File: src/rtl/param_bus_datapath.sv
// Single-bus register-transfer datapath; one command per 4-cycle slot.
// Define PARAM_BUS_DATAPATH_MUL_EN to build the signed multiplier (op 11).
module param_bus_datapath #(
  parameter int WIDTH = 32,
  parameter int NREGS = 16,
  parameter int AW    = $clog2(NREGS)
) (
  input  logic             clk,
  input  logic             clr,
  input  logic             cmd_valid,
  output logic             cmd_ready,
  input  logic [3:0]       cmd_op,
  input  logic [AW-1:0]    cmd_ra,
  input  logic [AW-1:0]    cmd_rb,
  input  logic [AW-1:0]    cmd_rc,
  input  logic [WIDTH-1:0] cmd_imm,
  input  logic             cmd_use_imm,
  input  logic             cmd_ba,
  input  logic [WIDTH-1:0] in_port,
  output logic [WIDTH-1:0] out_port,
  output logic             rsp_valid,
  output logic [WIDTH-1:0] rsp_result,
  output logic             rsp_err,
  output logic [WIDTH-1:0] hi_out,
  output logic [WIDTH-1:0] lo_out,
  output logic [WIDTH-1:0] bus_dbg
);

  localparam int SW = $clog2(WIDTH);

  localparam logic [3:0] OP_ADD  = 4'd0;
  localparam logic [3:0] OP_SUB  = 4'd1;
  localparam logic [3:0] OP_AND  = 4'd2;
  localparam logic [3:0] OP_OR   = 4'd3;
  localparam logic [3:0] OP_SHR  = 4'd4;
  localparam logic [3:0] OP_SHRA = 4'd5;
  localparam logic [3:0] OP_SHL  = 4'd6;
  localparam logic [3:0] OP_ROR  = 4'd7;
  localparam logic [3:0] OP_ROL  = 4'd8;
  localparam logic [3:0] OP_NEG  = 4'd9;
  localparam logic [3:0] OP_NOT  = 4'd10;
  localparam logic [3:0] OP_MUL  = 4'd11;
  localparam logic [3:0] OP_MFHI = 4'd12;
  localparam logic [3:0] OP_MFLO = 4'd13;
  localparam logic [3:0] OP_IN   = 4'd14;
  localparam logic [3:0] OP_OUT  = 4'd15;

  typedef enum logic [1:0] {IDLE, T1, T2, T3} state_t;

  state_t state_q, state_d;
  logic   live_q;
  logic   accept;

  logic [3:0]       op_q;
  logic [AW-1:0]    ra_q, rb_q, rc_q;
  logic [WIDTH-1:0] imm_q;
  logic             use_imm_q, ba_q;

  logic [WIDTH-1:0] regs_q [NREGS];
  logic [WIDTH-1:0] y_q, z_lo_q, hi_q, lo_q, out_q;
`ifdef PARAM_BUS_DATAPATH_MUL_EN
  logic [WIDTH-1:0]   z_hi_q;
  logic [2*WIDTH-1:0] prod;
`endif

  logic [WIDTH-1:0] op_a, op_b, bus, alu;
  logic [SW-1:0]    sh;
  int unsigned      rot;

  // live_q holds ready low until the first edge after clr releases
  assign cmd_ready  = live_q && (state_q == IDLE);
  assign accept     = cmd_valid && cmd_ready;
  assign rsp_valid  = (state_q == T3);
  assign rsp_result = rsp_valid ? z_lo_q : '0;
`ifdef PARAM_BUS_DATAPATH_MUL_EN
  assign rsp_err    = 1'b0;
`else
  assign rsp_err    = rsp_valid && (op_q == OP_MUL);
`endif
  assign out_port   = out_q;
  assign hi_out     = hi_q;
  assign lo_out     = lo_q;
  assign bus_dbg    = bus;

  assign op_a = (ba_q && rb_q == '0) ? '0 : regs_q[rb_q];
  assign op_b = use_imm_q ? imm_q : regs_q[rc_q];

  always_comb begin
    state_d = state_q;
    case (state_q)
      IDLE:    if (accept) state_d = T1;
      T1:      state_d = T2;
      T2:      state_d = T3;
      T3:      state_d = IDLE;
      default: state_d = IDLE;
    endcase
  end

  always_comb begin
    bus = '0;
    case (state_q)
      T1: bus = op_a;
      T2: begin
        unique case (1'b1)
          op_q == OP_MFHI: bus = hi_q;
          op_q == OP_MFLO: bus = lo_q;
          op_q == OP_IN:   bus = in_port;
          default:         bus = op_b;
        endcase
      end
      T3:      bus = z_lo_q;
      default: bus = '0;
    endcase
  end

  always_comb begin
    sh  = bus[SW-1:0];
    rot = 32'(sh) % WIDTH;
    alu = bus;
    case (op_q)
      OP_ADD:  alu = y_q + bus;
      OP_SUB:  alu = y_q - bus;
      OP_AND:  alu = y_q & bus;
      OP_OR:   alu = y_q | bus;
      OP_SHR:  alu = y_q >> sh;
      OP_SHRA: alu = $signed(y_q) >>> sh;
      OP_SHL:  alu = y_q << sh;
      OP_ROR:  alu = (y_q >> rot) | (y_q << (WIDTH - rot));
      OP_ROL:  alu = (y_q << rot) | (y_q >> (WIDTH - rot));
      OP_NEG:  alu = '0 - bus;
      OP_NOT:  alu = ~bus;
      default: alu = bus;
    endcase
  end

`ifdef PARAM_BUS_DATAPATH_MUL_EN
  // sign-extended unsigned multiply yields the exact signed product
  assign prod = {{WIDTH{y_q[WIDTH-1]}}, y_q} * {{WIDTH{bus[WIDTH-1]}}, bus};
`endif

  always_ff @(posedge clk or negedge clr) begin
    if (!clr) begin
      state_q   <= IDLE;
      live_q    <= 1'b0;
      op_q      <= '0;
      ra_q      <= '0;
      rb_q      <= '0;
      rc_q      <= '0;
      imm_q     <= '0;
      use_imm_q <= 1'b0;
      ba_q      <= 1'b0;
      y_q       <= '0;
      z_lo_q    <= '0;
      hi_q      <= '0;
      lo_q      <= '0;
      out_q     <= '0;
`ifdef PARAM_BUS_DATAPATH_MUL_EN
      z_hi_q    <= '0;
`endif
      for (int i = 0; i < NREGS; i++) regs_q[i] <= '0;
    end else begin
      state_q <= state_d;
      live_q  <= 1'b1;
      case (state_q)
        IDLE: begin
          if (accept) begin
            op_q      <= cmd_op;
            ra_q      <= cmd_ra;
            rb_q      <= cmd_rb;
            rc_q      <= cmd_rc;
            imm_q     <= cmd_imm;
            use_imm_q <= cmd_use_imm;
            ba_q      <= cmd_ba;
          end
        end
        T1: y_q <= bus;
        T2: begin
`ifdef PARAM_BUS_DATAPATH_MUL_EN
          z_lo_q <= (op_q == OP_MUL) ? prod[WIDTH-1:0] : alu;
          z_hi_q <= (op_q == OP_MUL) ? prod[2*WIDTH-1:WIDTH] : '0;
`else
          z_lo_q <= (op_q == OP_MUL) ? '0 : alu;
`endif
        end
        T3: begin
          unique case (1'b1)
            op_q == OP_OUT: out_q <= bus;
            op_q == OP_MUL: begin
`ifdef PARAM_BUS_DATAPATH_MUL_EN
              hi_q <= z_hi_q;
              lo_q <= z_lo_q;
`endif
            end
            default: regs_q[ra_q] <= bus;
          endcase
        end
        default: ;
      endcase
    end
  end

endmodule
File: config.mk
export PLATFORM = sky130hd
export DESIGN_NAME = param_bus_datapath
export DESIGN_NICKNAME = d
export VERILOG_FILES = /design/src/rtl/param_bus_datapath.sv
export SDC_FILE = /design/constraint.sdc
export NUM_CORES = 2
export LEC_CHECK = 0
export CAP_MARGIN = 20
export CORE_ASPECT_RATIO = 0.9
export CORE_UTILIZATION = 39
export DETAILED_ROUTE_END_ITERATION = 8
export GPL_ROUTABILITY_DRIVEN = 0
export PLACE_DENSITY = 0.58
export SYNTH_ARGS = -nofsm -noshare
export SYNTH_HDL_FRONTEND = slang
export SYNTH_SLANG_ARGS = --single-unit
File: constraint.sdc
create_clock -name clk -period 9.9 [get_ports clk]
set_input_delay 0.99 -clock clk [delete_from_list [all_inputs] [get_ports clk]]
set_output_delay 0.99 -clock clk [all_outputs]
set_load 0.1 [all_outputs]
# Word-level counts from Yosys, hierarchy flattened
# Cells that the tools add are included.
[classes]
add_sub_neg = 4
order_cmp = 4
eq_ne = 19
shifts = 7
muxes = 18
bitwise = 9
reduce_logical = 12
[op_table]
columns = ["op", "count"]
rows = [
  ["bitwise mux 512 bit", 1],
  ["one-hot mux 32 bit (11 select lines)", 1],
  ["2-to-1 mux 32 bit", 9],
  ["binary-select mux 32 bit (select 4 bit)", 2],
  ["one-hot mux 32 bit (3 select lines)", 2],
  ["demux 32 bit (select 4 bit)", 1],
  ["OR 32 bit", 3],
  ["left shift 32 x 5 -> 32 bit", 2],
  [">> shifter 32 x 5 -> 32 bit", 2],
  ["adder 32 bit", 1],
  ["bitwise AND 32 bit", 1],
  ["equality test 4 bit (second input constant)", 8],
  ["NOT 32 bit", 1],
  ["left shift 32 x 32 -> 32 bit", 1],
  [">> shifter 32 x 32 -> 32 bit", 1],
  [">>> shifter 32 x 5 -> 32 bit", 1],
  ["subtractor 1 x 32 -> 32 bit (first input constant)", 1],
  ["subtractor 32 bit", 1],
  ["equality test 4 x 3 -> 1 bit (second input constant)", 4],
  [">= comparator 5 bit (second input constant)", 3],
  ["NOT 4 -> 5 bit", 3],
  ["equality test 4 x 2 -> 1 bit (second input constant)", 2],
  ["logical NOT 4 bit", 2],
  ["one-hot mux 2 bit (4 select lines)", 1],
  ["12 further kinds", 19],
]
[totals]
register_bits = 661
out_inout_bits = 163
word_cells = 101

# Depth between registers and ports, before layout
[logic_depth]
depth_word = 12
depth_mapped = 30
ltp_nobuf = 23

# Worst setup path before layout
# No wires, ideal clock.
[synth_path]
kind = "register -> register"
start = "register state_q[0]"
end = "register z_lo_q[29]"
setup_ps = 143
t_arrival_ps = 7429
setup_slack_ps = 2327
stages_incl_launch_ff = 22
path_buffers = 3
synth_period_minus_slack_ps = 7573
cell_sequence = "dfrtp_1 -> ha_1 -> clkbuf_1 -> clkbuf_1 -> and2_1 -> a21oi_1 -> a21oi_1 -> clkinv_1 -> clkbuf_1 -> ha_1 -> o21a_1 -> nor2_1 -> nor2b_1 -> o32ai_1 -> nor2_1 -> a31o_2 -> a311oi_1 -> o31a_1 -> o21ai_0 -> xor2_1 -> a22oi_1 -> a32oi_1"
[synth_lines]
columns = ["element", "line_no", "rtl"]
rows = [
  ["start, declared", "50", "state_t state_q, state_d;"],
  ["start signal, assigned", "162", "state_q <= state_d;"],
  ["equality test 2 bit (*)", "-", ""],
  ["named net rsp_valid", "21", "output logic rsp_valid,"],
  ["one-hot mux 32 bit (3 select lines) (*)", "101", "case (state_q)"],
  ["named net bus_dbg[7]", "26", "output logic [WIDTH-1:0] bus_dbg"],
  ["subtractor 1 x 32 -> 32 bit, or another cell as far along", "130", "OP_NEG: alu = '0 - bus;"],
  ["one-hot mux 32 bit (11 select lines) (*)", "120", "case (op_q)"],
  ["2-to-1 mux 32 bit (*)", "182", "z_lo_q <= (op_q == OP_MUL) ? '0 : alu;"],
  ["end signal, assigned", "182", ""],
  ["end, declared", "60", "logic [WIDTH-1:0] y_q, z_lo_q, hi_q, lo_q, out_q;"],
]
# The timed path passes the listed nets; every way through them passes the cells marked *.
# A chain may end at the register's enable or synchronous reset.

# Worst setup path in the final report
[layout_path]
start = "register rc_q[0]"
end = "register z_lo_q[21]"
[layout_between]
elab_chain_len = 12
[layout_lines]
columns = ["element", "line_no", "rtl"]
rows = [
  ["start, declared", "55", "logic [AW-1:0] ra_q, rb_q, rc_q;"],
  ["start signal, assigned", "170", "rc_q <= cmd_rc;"],
  ["NOT 4 -> 5 bit (implied by the code) (*)", "86", "assign op_b = use_imm_q ? imm_q : regs_q[rc_q];"],
  ["binary-select mux 32 bit (select 4 bit) (*)", "86", ""],
  ["2-to-1 mux 32 bit (implied by the code) (*) (2 in series)", "86", ""],
  ["2-to-1 mux 32 bit (*)", "86", ""],
  ["one-hot mux 32 bit (3 select lines) (*)", "104", "unique case (1'b1)"],
  ["one-hot mux 32 bit (3 select lines) (*)", "101", ""],
  ["subtractor 6 x 5 -> 7 bit", "128, 129", ""],
  [">> shifter 32 x 32 -> 32 bit / left shift 32 x 32 -> 32 bit (equally long branches)", "129, 128", ""],
  ["OR 32 bit, on equally long branches", "129, 128", ""],
  ["one-hot mux 32 bit (11 select lines) (*)", "120", ""],
  ["2-to-1 mux 32 bit (*)", "182", ""],
]
# Mark *: on every way between the ends. The rest lies on a longest branch, timed or not. The select of a mux whose other input is x is not followed.

==> reports/qor.yml <==
sta:
  grt_setup_unrepaired: "no"
  setup_viol: 0
  fin_skew_ns: 0.04782
  min_period_over_period_pct: 81.63
  setup-tns-final_ns: 0
  drv_slew: 0
  timing.fmax_ghz: 0.1237
  tightest_slew_ns: 1.327
  slew-limit-headroom_pct: 10.94
  hold_viol_final: 0
  period_needed_ns: 8.081
synthesis:
  avgSynthCellArea_um2: 9.408
  synthFlopType: "dfrtp_1"
  syn_area_um2: 45760
  async_flop_share_pct: 100.0
  synthTopCellsByArea: "dfrtp_1, mux4_2, o21ai_0"
  synth_top_area_share_pct: 36.14
  synth_seq_area_share_pct: 36.14
  synth_top_area_cell: "dfrtp_1"
  ys_ff_latch: 661
  synth_cell_type_count: 92
  syn-instance-count: 4864
  yosys_warnings: 64
  synth-edff-count: 0
setup_path:
  crit-reg2reg-launch: "rc_q[0]$_DFFE_PN0P_"
  path_class: "reg -> reg"
  worstSetupStartpointType: "flip-flop"
  path_max_fanout: 37
  critPathCaptureType: "flip-flop"
  crit_path_start: "rc_q[0]$_DFFE_PN0P_"
  critical_path_arrival_ns: 8.63
  crit_required_ns: 10.45
status:
  violations: "design-rule violations"
  status: "finished, violations left"
routing:
  drtIter0Drc: 7332
  wl_per_cell_um: 31.11
  ant_nets: 0
  viasPerCell: 6.592
  drc: 139
  first_pass_iters: 9
  vias: 42520
  routed_wl_um: 200700
placement:
  dp_hpwl_um: 138100
  io_buffers: 183
  post-place-cells: 6304
global_routing:
  grt_max_degree: 106
  grtUsageTotal_pct: 33.33
  grt_pass1_wl_um: 289000
  grt_pass1_vias: 40140
  overflow: 0
  antenna_found_initial: 8
min_path:
  hold_path.class: "in -> async"
clock_network:
  cts_tree: "done"
  cts_root_buffer: "clkbuf_16"
  ctsHtreeMaxLevel: 3
  clk_path_buf_depth: 3
  holdBufCountCts: 0
  ctsResizeCount: 0
  path_clk_slew_ns: 0.07
  insertion_delay_ns: 0.68
  cts_setup_buffers: 0
  cts-buffers-inserted: 74
  clkSinkCount: 661
die:
  die_w_um: 363.1
  initial_core_util_pct: 39.54
  fp.dieH_um: 327.0
  design.core.area_um2: 115800
  num_rows: 118
  pin_count: 248
  dieArea_um2: 118700
layout:
  area_delta_synth_final_pct: 12.07
  layout-drive-gt1-share_pct: 14.24
  layout_commonest_cell: "nand2_1"
  layout.cells.non_filler: 6451
  layout.nets: 5017
  final_cell_mix: "nand2_1, o21ai_0, dfrtp_1"
job:
  drv_cap: 0
==> state kept, by name, indices dropped and copies added (netlist names) <==
| register | flops |
|---|---|
| ba_q | 1 |
| regs_q | 512 |
| z_lo_q | 32 |
| y_q | 32 |
| ra_q | 4 |
| live_q | 1 |
| op_q | 4 |
| rb_q | 4 |
| out_port | 32 |
| rc_q | 4 |
| state_q | 2 |
| imm_q | 32 |
| use_imm_q | 1 |
==> metal layers <==
layer / track usage (%) / part of all wire [%]
met1: 44.28 / 39
met2: 47.03 / 41
met3: 13.30 / 13
met4: 15.80 / 6.2
met5: 1.721 / 0.16
==> synth_stat cells, types with 24 or more instances <==
cell type and count:
a31oi_1 39, ha_1 103, nand3_1 93, o211ai_1 42
a21o_1 49, inv_1 93, nor2_1 197, a211oi_1 47
a21oi_1 250, xnor2_1 27, o22ai_1 28, clkbuf_1 289
o221ai_1 34, mux2_2 60, nor2b_1 37, nand2_1 839
nor3_1 40, buf_2 78, o21ai_1 24, mux2i_1 228
dfrtp_1 661, and2_1 44, buf_1 34, mux4_2 315
o21ai_0 731, a22oi_1 30, buf_4 72
==> path summary, 6_finish.rpt <==
kind / slack [ns] / to / depth (start not counted)
worst max-delay path: 1.82 / z_lo_q[21]$_DFFE_PN0P_ / 18
worst min-delay path: 0.32 / out_port[14]$_DFFE_PN0P_ / 1
worst max register to register: 1.82 / z_lo_q[21]$_DFFE_PN0P_ / 18
worst min register to register: 0.48 / out_port[3]$_DFFE_PN0P_ / 2
max in group asynchronous: 7.04 / y_q[15]$_DFFE_PN0P_ / 3
min in group clk: 0.48 / out_port[3]$_DFFE_PN0P_ / 2
==> worst max-delay path, stage by stage, from the launching register on <==
cell and delay (ns):
dfrtp_4 0.85, buf_4 0.65, buf_4 0.66, mux4_2 0.35, mux4_2 0.23, nand2_1 0.06
a311o_1 0.37, a21oi_1 0.52, clkinv_1 0.76, ha_1 0.65, a21o_1 0.21, a21oi_1 0.32
o21a_1 0.19, nand3_1 0.07, o21ai_1 0.45, o21ai_1 0.37, xor2_1 0.73, nand2_1 0.12
a32oi_1 0.25
==> per-stage QoR <==
stage          hold WS, ns  utilization [%]  area [um^2]  worst slack, ns
2_1_floorplan       0.4515                -        46000            2.327
5_1_grt             0.4401            44.30        51280            1.410
4_1_cts             0.3794            44.23        51200            2.076
3_5_place_dp        0.4723            42.01        48630            2.193
3_3_place_gp        0.4631            41.99        48600            2.398
6_report            0.3228            44.31        51290            1.819
==> cell families (layout without fill, tap and decap cells) <==
family | count (synthesis) | count (layout) | share of synthesized area, %
compound gates | 1489 | 1489 | 19.50
xor+xnor | 45 | 45 | 0.8612
fa+ha+maj | 105 | 105 | 2.904
buf+inv | 592 | 552 | 5.826
flops | 661 | 661 | 36.14
mux | 604 | 604 | 21.99
other cells | 2 | 69 | 0.01641
simple gates | 1366 | 1366 | 12.76
==> layout make-up <==
class	count	area, um^2
Clock inverter	42	521.8
Antenna cell	4	10.01
Sequential cell	661	16570
Inverter	110	412.9
Fill cell	11240	64460
Clock buffer	94	2048
Timing Repair Buffer	306	2815
Multi-Input combinational cell	3674	26960
Tap cell	1560	1952
Power is not shown: default switching activity piles up to over one toggle a cycle in this logic, so the estimate is an artifact.
